==> config.mk <==
export PLATFORM = sky130hd
export DESIGN_NAME = mem_stage_lsu
export DESIGN_NICKNAME = d
export VERILOG_FILES = /design/src/rtl/mem_stage_pkg.sv /design/src/rtl/mem_stage_lsu_load_align.sv /design/src/rtl/mem_stage_lsu.sv
export SDC_FILE = /design/constraint.sdc
export NUM_CORES = 1
export LEC_CHECK = 0
export BUFFER_PORTS_ARGS = -buffer_cell sky130_fd_sc_hd__buf_2
export CAP_MARGIN = 20
export CORE_MARGIN = 5
export CORE_UTILIZATION = 40
export CTS_CLUSTER_DIAMETER = 100
export DETAILED_ROUTE_END_ITERATION = 16
export PLACE_DENSITY_LB_ADDON = 0.1
export SLEW_MARGIN = 25
export SYNTH_ARGS = -nofsm -noshare
export SYNTH_HDL_FRONTEND = slang
export SYNTH_SLANG_ARGS = --single-unit
export TNS_END_PERCENT = 100
==> constraint.sdc <==
create_clock -name clk -period 4.71 [get_ports clk]
set_input_delay 0.471 -clock clk [delete_from_list [all_inputs] [get_ports clk]]
set_output_delay 0.471 -clock clk [all_outputs]
set_load 0.05 [all_outputs]
==> src/rtl/mem_stage_pkg.sv <==
// Shared encodings for the MEM-stage load/store unit: control-word layout,
// funct3 access sizes, writeback sources, fault causes and FSM states.
package mem_stage_pkg;

  localparam int CTRL_F3_LSB     = 0;
  localparam int CTRL_PC_SRC     = 3;
  localparam int CTRL_WB_SRC_LSB = 4;
  localparam int CTRL_MEM_WE     = 6;
  localparam int CTRL_MEM_RE     = 7;
  localparam int CTRL_RF_WB      = 8;
  localparam int CTRL_BR_TAKEN   = 9;
  localparam int CTRL_W          = 10;

  localparam logic [2:0] F3_LB  = 3'b000;
  localparam logic [2:0] F3_LH  = 3'b001;
  localparam logic [2:0] F3_LW  = 3'b010;
  localparam logic [2:0] F3_LBU = 3'b100;
  localparam logic [2:0] F3_LHU = 3'b101;
  localparam logic [2:0] F3_SB  = 3'b000;
  localparam logic [2:0] F3_SH  = 3'b001;
  localparam logic [2:0] F3_SW  = 3'b010;

  typedef enum logic [1:0] {WB_ALU, WB_LOAD, WB_PC4, WB_ZERO} wb_src_e;
  typedef enum logic [1:0] {CAUSE_NONE, CAUSE_MISALIGN, CAUSE_BUS_ERR, CAUSE_TIMEOUT} fault_cause_e;
  typedef enum logic [1:0] {S_IDLE, S_REQ, S_WAIT, S_DONE} state_e;

  function automatic logic [31:0] wb_select(input logic [1:0] src, input logic [31:0] alu,
                                            input logic [31:0] ld, input logic [31:0] pc4);
    case (src)
      WB_ALU:  return alu;
      WB_LOAD: return ld;
      WB_PC4:  return pc4;
      default: return 32'd0;
    endcase
  endfunction

  function automatic logic [3:0] store_strb(input logic [2:0] f3, input logic [1:0] off);
    case (f3[1:0])
      F3_SB[1:0]: return 4'b0001 << off;
      F3_SH[1:0]: return 4'b0011 << off;
      default:    return 4'b1111;
    endcase
  endfunction

  // Store data is replicated into every lane so the strobes alone pick the bytes.
  function automatic logic [31:0] store_wdata(input logic [2:0] f3, input logic [31:0] d);
    case (f3[1:0])
      F3_SB[1:0]: return {4{d[7:0]}};
      F3_SH[1:0]: return {2{d[15:0]}};
      default:    return d;
    endcase
  endfunction

endpackage

==> src/rtl/mem_stage_lsu_load_align.sv <==
// Load lane selection and sign/zero extension for the MEM stage (purely combinational).
module load_align
  import mem_stage_pkg::*;
(
  input  logic [31:0] rdata,
  input  logic [1:0]  byte_off,
  input  logic [2:0]  funct3,
  output logic [31:0] data
);

  logic [7:0]  lane_b;
  logic [15:0] lane_h;

  assign lane_b = rdata[{byte_off, 3'b000} +: 8];
  assign lane_h = rdata[{byte_off[1], 4'b0000} +: 16];

  // NOTE: every always_comb output gets a default first so no path can infer a latch.
  always_comb begin
    data = rdata;
    case (funct3)
      F3_LB:   data = {{24{lane_b[7]}}, lane_b};
      F3_LBU:  data = {24'd0, lane_b};
      F3_LH:   data = {{16{lane_h[15]}}, lane_h};
      F3_LHU:  data = {16'd0, lane_h};
      default: data = rdata;
    endcase
  end

endmodule

==> src/rtl/mem_stage_lsu.sv <==
// MEM-stage load/store unit: EX handshake in, data-bus request/response, WB handshake out.
// Define MEM_STAGE_MISALIGN_TRAP_EN to fault misaligned accesses instead of force-aligning them.
module mem_stage_lsu
  import mem_stage_pkg::*;
#(
  parameter int ADDR_W      = 32,
  parameter int CW_W        = 16,
  parameter int TIMEOUT_CYC = 16
) (
  input  logic              clk,
  input  logic              rst,
  input  logic              in_valid,
  output logic              in_ready,
  input  logic [ADDR_W-1:0] addr,
  input  logic [31:0]       store_data,
  input  logic [31:0]       pc_plus_4,
  input  logic [31:0]       alu_result,
  input  logic [CW_W-1:0]   ctrl,
  output logic              out_valid,
  input  logic              out_ready,
  output logic [31:0]       wb_data,
  output logic [3:0]        ctrl_out,
  output logic              dbus_req,
  output logic              dbus_we,
  output logic [ADDR_W-1:0] dbus_addr,
  output logic [31:0]       dbus_wdata,
  output logic [3:0]        dbus_strb,
  input  logic              dbus_gnt,
  input  logic              dbus_rvalid,
  input  logic              dbus_err,
  input  logic [31:0]       dbus_rdata,
  output logic              fault,
  output logic [1:0]        fault_cause
);

  localparam int CNT_W = $clog2(TIMEOUT_CYC + 1);
`ifdef MEM_STAGE_MISALIGN_TRAP_EN
  localparam bit TRAP_EN = 1'b1;
`else
  localparam bit TRAP_EN = 1'b0;
`endif

  state_e             state;
  logic [CNT_W-1:0]   cnt;
  logic [2:0]         f3_q;
  logic               we_q, rf_q, pcsm_q;
  logic [1:0]         src_q;
  logic [31:0]        alu_q, pc4_q;

  logic [2:0]         in_f3;
  logic [1:0]         in_src, in_off;
  logic               in_we, in_is_mem, in_rf, in_pcsm, in_mis;
  logic [ADDR_W-1:0]  in_addr_al;
  logic               bus_done, ld_ok;
  fault_cause_e       bus_cause;
  logic [31:0]        ld_data;
  logic               ctrl_unused;

  assign in_f3       = ctrl[CTRL_F3_LSB +: 3];
  assign in_src      = ctrl[CTRL_WB_SRC_LSB +: 2];
  assign in_we       = ctrl[CTRL_MEM_WE];
  assign in_is_mem   = ctrl[CTRL_MEM_RE] | ctrl[CTRL_MEM_WE];
  assign in_rf       = ctrl[CTRL_RF_WB];
  assign in_pcsm     = ctrl[CTRL_BR_TAKEN] & ctrl[CTRL_PC_SRC];
  assign ctrl_unused = ^ctrl[CW_W-1:CTRL_W];

  // Natural alignment of the offset; without the trap this is the address actually issued.
  always_comb begin
    in_off = addr[1:0];
    in_mis = 1'b0;
    case (in_f3[1:0])
      2'b00: in_off = addr[1:0];
      2'b01: begin
        in_mis = addr[0];
        in_off = {addr[1], 1'b0};
      end
      default: begin
        in_mis = |addr[1:0];
        in_off = 2'b00;
      end
    endcase
    in_addr_al = {addr[ADDR_W-1:2], in_off};
  end

  // Bus completion: error beats data, a load may finish on the grant cycle itself.
  always_comb begin
    bus_done  = 1'b0;
    bus_cause = CAUSE_NONE;
    ld_ok     = 1'b0;
    case (state)
      S_REQ: if (dbus_gnt) begin
        if (dbus_err) begin
          bus_done  = 1'b1;
          bus_cause = CAUSE_BUS_ERR;
        end else if (we_q) begin
          bus_done = 1'b1;
        end else if (dbus_rvalid) begin
          bus_done = 1'b1;
          ld_ok    = 1'b1;
        end
      end
      S_WAIT: if (dbus_rvalid) begin
        bus_done = 1'b1;
        if (dbus_err) bus_cause = CAUSE_BUS_ERR;
        else          ld_ok     = 1'b1;
      end else if (cnt == CNT_W'(TIMEOUT_CYC - 1)) begin
        bus_done  = 1'b1;
        bus_cause = CAUSE_TIMEOUT;
      end
      default: bus_done = 1'b0;
    endcase
  end

  load_align u_load_align (
    .rdata    (dbus_rdata),
    .byte_off (dbus_addr[1:0]),
    .funct3   (f3_q),
    .data     (ld_data)
  );

  // NOTE: state registers use non-blocking assignments so every flop samples pre-edge values.
  always_ff @(posedge clk or negedge rst) begin
    if (!rst) begin
      state       <= S_IDLE;
      cnt         <= '0;
      in_ready    <= 1'b1;
      out_valid   <= 1'b0;
      wb_data     <= '0;
      ctrl_out    <= '0;
      fault       <= 1'b0;
      fault_cause <= '0;
      dbus_req    <= 1'b0;
      dbus_we     <= 1'b0;
      dbus_addr   <= '0;
      dbus_wdata  <= '0;
      dbus_strb   <= '0;
      f3_q        <= '0;
      we_q        <= 1'b0;
      rf_q        <= 1'b0;
      pcsm_q      <= 1'b0;
      src_q       <= '0;
      alu_q       <= '0;
      pc4_q       <= '0;
    end else begin
      case (state)
        S_IDLE: if (in_valid) begin
          in_ready <= 1'b0;
          f3_q     <= in_f3;
          we_q     <= in_we;
          rf_q     <= in_rf;
          src_q    <= in_src;
          pcsm_q   <= in_pcsm;
          alu_q    <= alu_result;
          pc4_q    <= pc_plus_4;
          if (!in_is_mem || (TRAP_EN && in_mis)) begin
            state     <= S_DONE;
            out_valid <= 1'b1;
            wb_data   <= wb_select(in_src, alu_result, 32'd0, pc_plus_4);
            ctrl_out  <= {in_rf & !in_is_mem, in_src, in_pcsm};
            if (in_is_mem) begin
              fault       <= 1'b1;
              fault_cause <= CAUSE_MISALIGN;
            end
          end else begin
            state      <= S_REQ;
            dbus_req   <= 1'b1;
            dbus_we    <= in_we;
            dbus_addr  <= in_addr_al;
            dbus_strb  <= store_strb(in_f3, in_off);
            dbus_wdata <= store_wdata(in_f3, store_data);
          end
        end
        S_REQ, S_WAIT: begin
          if (bus_done) begin
            state       <= S_DONE;
            dbus_req    <= 1'b0;
            out_valid   <= 1'b1;
            wb_data     <= wb_select(src_q, alu_q, ld_ok ? ld_data : 32'd0, pc4_q);
            ctrl_out    <= {rf_q & (bus_cause == CAUSE_NONE), src_q, pcsm_q};
            fault       <= (bus_cause != CAUSE_NONE);
            fault_cause <= bus_cause;
          end else if (state == S_REQ) begin
            if (dbus_gnt) begin
              state    <= S_WAIT;
              dbus_req <= 1'b0;
              cnt      <= '0;
            end
          end else begin
            cnt <= cnt + 1'b1;
          end
        end
        S_DONE: if (out_ready) begin
          state       <= S_IDLE;
          in_ready    <= 1'b1;
          out_valid   <= 1'b0;
          wb_data     <= '0;
          ctrl_out    <= '0;
          fault       <= 1'b0;
          fault_cause <= '0;
        end
        default: state <= S_IDLE;
      endcase
    end
  end

endmodule

Word level (Yosys, flattened, before mapping):

Cells that the tools add are included.
W data, S select, Z words.

* add/subtract/negate cells: 1
* equal/unequal tests: 19
* shifts and indexed selects: 4
* mux-type cells: 62
* bitwise operators: 6
* reduce and logical (&&, ||, !) cells: 19

Operators by type and width (number)
* $pmux W32 S3: 2
* $mux W32: 5
* $pmux W32 S2: 2
* $pmux W32 S4: 1
* $shiftx A32 B6 Y16: 1
* $shiftx A32 B6 Y8: 1
* $mux W1: 23
* $mux W2: 11
* $mux W4: 4
* $ne A2 B2 Y1 const B: 6
* $pmux W2 S2: 3
* $pmux W4 S3: 1
* $reduce_and A3 Y1: 4
* $logic_not A2 Y1: 5
* $mux W5: 2
* $pmux W1 S2: 5
* $eq A2 B2 Y1 const B: 4
* $pmux W4 S2: 1
* $reduce_and A4 Y1: 2
* $eq A2 B1 Y1 const B: 3
* $eq A3 B3 Y1 const B: 2
* $ne A3 B3 Y1 const B: 2
* $pmux W2 S3: 1
* $reduce_bool A2 Y1: 3
* 14 further kinds: 17

* register bits after elaboration: 190
* input port bits: 183
* output and inout bits: 111
* logic and storage cells: 131

Longest topological paths before layout:

* depth after elaboration: 9
* mapped depth: 10
* gate-level depth less buffers: 8

Hierarchy:

From an unflattened synthesis, not the netlist that was laid out.

* cell total of the unflattened synthesis: 974
* area, all modules: 10219.8 um^2

Modules (own cells, without submodules)
* mem_stage_lsu: times used 1, cells an instance 865, area each 9591.7 um^2, sequential area each 4755.8 um^2
* load_align: times used 1, cells an instance 109, area each 628.1 um^2, sequential area each 0.0 um^2

Least setup slack after synthesis:

OpenSTA, ideal clock, no wires.

* path kind: register to register
* start: register cnt[0]
* end: register wb_data[20]
* library setup time: 92 ps
* arrival time: 2149 ps
* data required time: 4618 ps
* path slack: 2469 ps
* stages on the path, launching flop included: 10
* clock period less this slack: 2241 ps
* path through: dfrtp_1 ha_1 and3_1 ha_1 o21ai_0 nand4b_1 nand3_1 clkbuf_1 nand2_1 o31ai_2

* word-level cells in the longest chain between the ends: 6

Ends and longest elaborated chain
* start, declared: RTL line mem_stage_lsu.sv:44 `logic [CNT_W-1:0] cnt;`
* start signal, assigned: RTL line mem_stage_lsu.sv:189 `cnt <= cnt + 1'b1;`
* $eq A5 B4 Y1: RTL line mem_stage_lsu.sv:106 `end else if (cnt == CNT_W'(TIMEOUT_CYC - 1)) begin`
* $mux W1: RTL line mem_stage_lsu.sv:106
* $mux W1: RTL line mem_stage_lsu.sv:102 `S_WAIT: if (dbus_rvalid) begin`
* $pmux W1 S2: RTL line mem_stage_lsu.sv:90 `case (state)`
* $ne A2 B2 Y1 (no line)
* $reduce_and A4 Y1 (no line)
* end signal, assigned: RTL line mem_stage_lsu.sv:158 `wb_data <= wb_select(in_src, alu_result, 32'd0, pc_plus_4);`
* end signal, assigned: RTL line mem_stage_lsu.sv:178 `wb_data <= wb_select(src_q, alu_q, ld_ok ? ld_data : 32'd0, pc4_q);`
* end, declared: RTL line mem_stage_lsu.sv:21 `output logic [31:0] wb_data,`

No other way between the ends.
A chain may end at the register's enable or synchronous reset.

Final worst setup path:

* start: register cnt[0]
* end: register wb_data[18]

Same word-level chain as after synthesis.

==> summary.txt <==
Global routing
  – All-Layer GR Usage: 21.2%
  – Vias in the first global route: 8236
  – Initial antenna violation count: 9
  – Largest net degree at the start of global routing: 99
  – First-pass GRT wire length: between 40 and 50 mm
  – Total grt overflow: 0

Synthesis
  – EDFF count, synth: 0
  – Sequential fraction of the synthesis area: 48.5%
  – Yosys cell types: 53
  – Most frequent cell after synthesis: dfrtp_1
  – Area contributors post-synth: dfrtp_1 (48%), mux2_2 (13%), mux2i_1 (9.4%)
  – Gate Count Post-Synth: 910
  – Netlist Area Pre-Place: 9800 um^2
  – Synth Net Count: 1099
  – Avg Inst Size Synth: 10.8 um^2
  – Largest area contributor in the netlist: dfrtp_1
  – Post-synth top area share: 48.2%
  – Synth Warn #: 0
  – Post-synth ARST share: 100%
  – Ys flop type: dfrtp_1
  – Synth Register Bits: 190
  – Commonest cells in the netlist: dfrtp_1 (189), mux2_2 (117), mux2i_1 (92)

Timing
  – Setup-failing EPs final: 0
  – Slew @ Worst Pin: between 0.8 and 0.9 ns
  – TNS Setup: 0 ns
  – Maximum clock frequency: 0.330 GHz
  – Fin. max-slew vios: 0
  – Final min period: slightly above 3 ns
  – Fin crit share: about 64%
  – Hold WS: 0.122 ns
  – Final hold viol count: 0
  – Skew final: 0.0170 ns
  – Max transition margin: 40.9%
  – RSZ-0062 raised after global routing: no

Placed design
  – Area after DPL: 11500 um^2
  – Placed cell count: 1466
  – Number of port buffers: 287
  – Post-DP HPWL: approximately 22 mm
  – Routability cong.: between 0.8 and 0.9

Setup path
  – Ordered list of cells on the worst path: ha_1 -> and3_1 -> ha_1 -> o21ai_0 -> nand4b_1 -> nand3_2 -> buf_12 -> o31ai_1
  – Critical Path RT: 5.04 ns
  – Worst path max stage delay: between 0.7 and 0.8 ns
  – CP startpoint kind: register
  – Critical R2R Launch: cnt[0]
  – WP buf/inv: 1
  – Worst flop-to-flop path endpoint: wb_data[18]
  – Crit path kind: reg -> reg
  – Worst r2r path cells: 8
  – Setup crit end kind: register
  – Critical path arrival: roughly 3.4 ns
  – Worst R2R Setup Slack: 1.68 ns
  – Worst path most repeated cell: ha_1
  – Worst path top cell family by delay: simple AND/OR/NAND/NOR gates
  – Slowest CP cell: nand3_2
  – CP max FO: 38

CTS
  – Clk buf depth: 2
  – Clock Sinks: 190
  – Hold-fix buffers, CTS: 0
  – Root buffer cell: clkbuf_16
  – Clock slew at reported path FFs: about 0.080 ns
  – Resized cells post-CTS: 0
  – H-Tree Depth: 4
  – Number of CTS-inserted buffers: 17
  – TritonCTS clock tree: built
  – Clk_lat worst skew: between 0.4 and 0.5 ns
  – Setup bufs post-CTS: 0

Floorplanning
  – Site Rows: between 50 and 60
  – Die H: between 150 and 200 um
  – Full die area: 27700 um^2
  – Core area: 24200 um^2
  – Die Span X: 167 um
  – # IOs: 294
  – Initial core utilization: 40.4%

Power and ir drop
  – Pwr/cell area: 744 nW/um^2
  – Clock power frac: 16.1%
  – Psw: roughly 0.0044 W
  – Sw Ratio: 48.4%
  – Internal power component: 0.00466 W
  – Register share of total power: 31.5%
  – Pleak: between 5 and 6 nW
  – Peak VDD IR: ~0.41 mV
  – Comb pwr share: 52.4%

Routing
  – Starting DRT DRC Count: approximately 430
  – Routed wire length: around 30 mm
  – WL/cell: 19.9 um
  – Via count: 7969
  – Vias/cell: 5.32
  – Drt pass-1 iters: 5
  – Post-route ant nets: 0
  – Detailed-route DRC error count: 0

Final layout
  – Synthesis-to-layout area growth: 23.7%
  – Layout cells sized above 1: around two fifths
  – Utilization after layout: between 50% and 60%
  – Fin nets: 1350
  – Final Cell Area: 12100 um^2
  – Filler cells: ~2300
  – Final Non-Filler Cells: about 1500

Outcome
  – Run status: finished, final reports clean

Worst hold path
  – HP Class: in -> async

Run
  – Max-Cap Viols: 0
==> routing by layer <==
metal	vias up	track usage, %	part of all wire, %
li1	3799	-	-
met3	44	6.54	7.2
met1	3843	28.4	44
met2	267	33.7	47
met4	16	5.55	1.5
met5	-	0	0.37
==> sequential cells by signal, summed over array words and instances, names as in the netlist, 2 cells and up <==
signal,flops
alu_q,32
cnt,5
ctrl_out,4
dbus_addr,32
dbus_strb,4
dbus_wdata,32
f3_q,3
fault_cause,2
pc4_q,32
src_q,2
state,2
wb_data,32
==> through the flow <==
step / power [W] / setup WS (ns)
after floorplan: 0.00637 / 2.47
after global placement: 0.00756 / 1.77
after detailed placement: 0.00763 / 1.73
after CTS: 0.00911 / 1.69
after global routing: 0.00962 / 1.37
final: 0.00902 / 1.68
==> power by group through the flow <==
stage	Combinational, W	Sequential [W]	Clock [W]
floorplan	0.00238	0.00399	0
global placement	0.00471	0.00285	0
detailed placement	0.00476	0.00287	0
CTS	0.00476	0.00285	0.00150
global route	0.00510	0.00294	0.00157
finish	0.00472	0.00284	0.00145
==> layout by cell type, fill, tap and decap left out, types with 5 or more instances in the layout <==
master       n
a21oi_2     11
o31ai_1     16
mux2_2     117
o32a_1       5
buf_2      286
a21oi_1     30
dfrtp_1    188
nand2b_1    28
a41oi_1      8
buf_4        9
and3_1       5
ha_1         6
clkbuf_16   17
o21ai_0     47
nand2_1     88
clkinv_8     5
nor2_1      72
mux2i_1     92
o22ai_1     42
inv_1       13
o31ai_2     10
==> kinds of logic (layout without fill, tap and decap cells) <==
family | count (synthesis) | count (layout) | share of synthesized area (%)
AO/OA/AOI/OAI | 201 | 201 | 14.2
adder cells (fa/ha/maj) | 6 | 6 | 0.766
buffers and inverters | 80 | 344 | 3.31
flip-flops | 190 | 190 | 48.5
multiplexers | 209 | 209 | 22.8
other | 0 | 1 | 0
AND/OR/NAND/NOR | 224 | 224 | 10.4
==> worst max path at each step <==
stage | start | end | slack [ns] | cells after the start
floorplan | cnt[0] | wb_data[20] | 2.47 | 9
detailed placement | state[0] | wb_data[17] | 1.73 | 6
CTS | cnt[0] | wb_data[18] | 1.69 | 8
global route | cnt[0] | wb_data[15] | 1.37 | 8
finish | cnt[0] | wb_data[18] | 1.68 | 8
global placement | cnt[0] | wb_data[31] | 1.77 | 8
==> layout make-up <==
type | count | area, um^2 | share of cell area (%)
Tap cell | 324 | 405 | 3.34
Inverter | 13 | 48.8 | 0.402
Clock inverter | 15 | 170 | 1.40
Sequential cell | 190 | 4760 | 39.2
Antenna cell | 1 | 2.50 | 0.0206
Clock buffer | 17 | 425 | 3.51
Multi-Input combinational cell | 640 | 4750 | 39.1
Timing Repair Buffer | 299 | 1570 | 13.0
(Power assumes the default switching activity.)
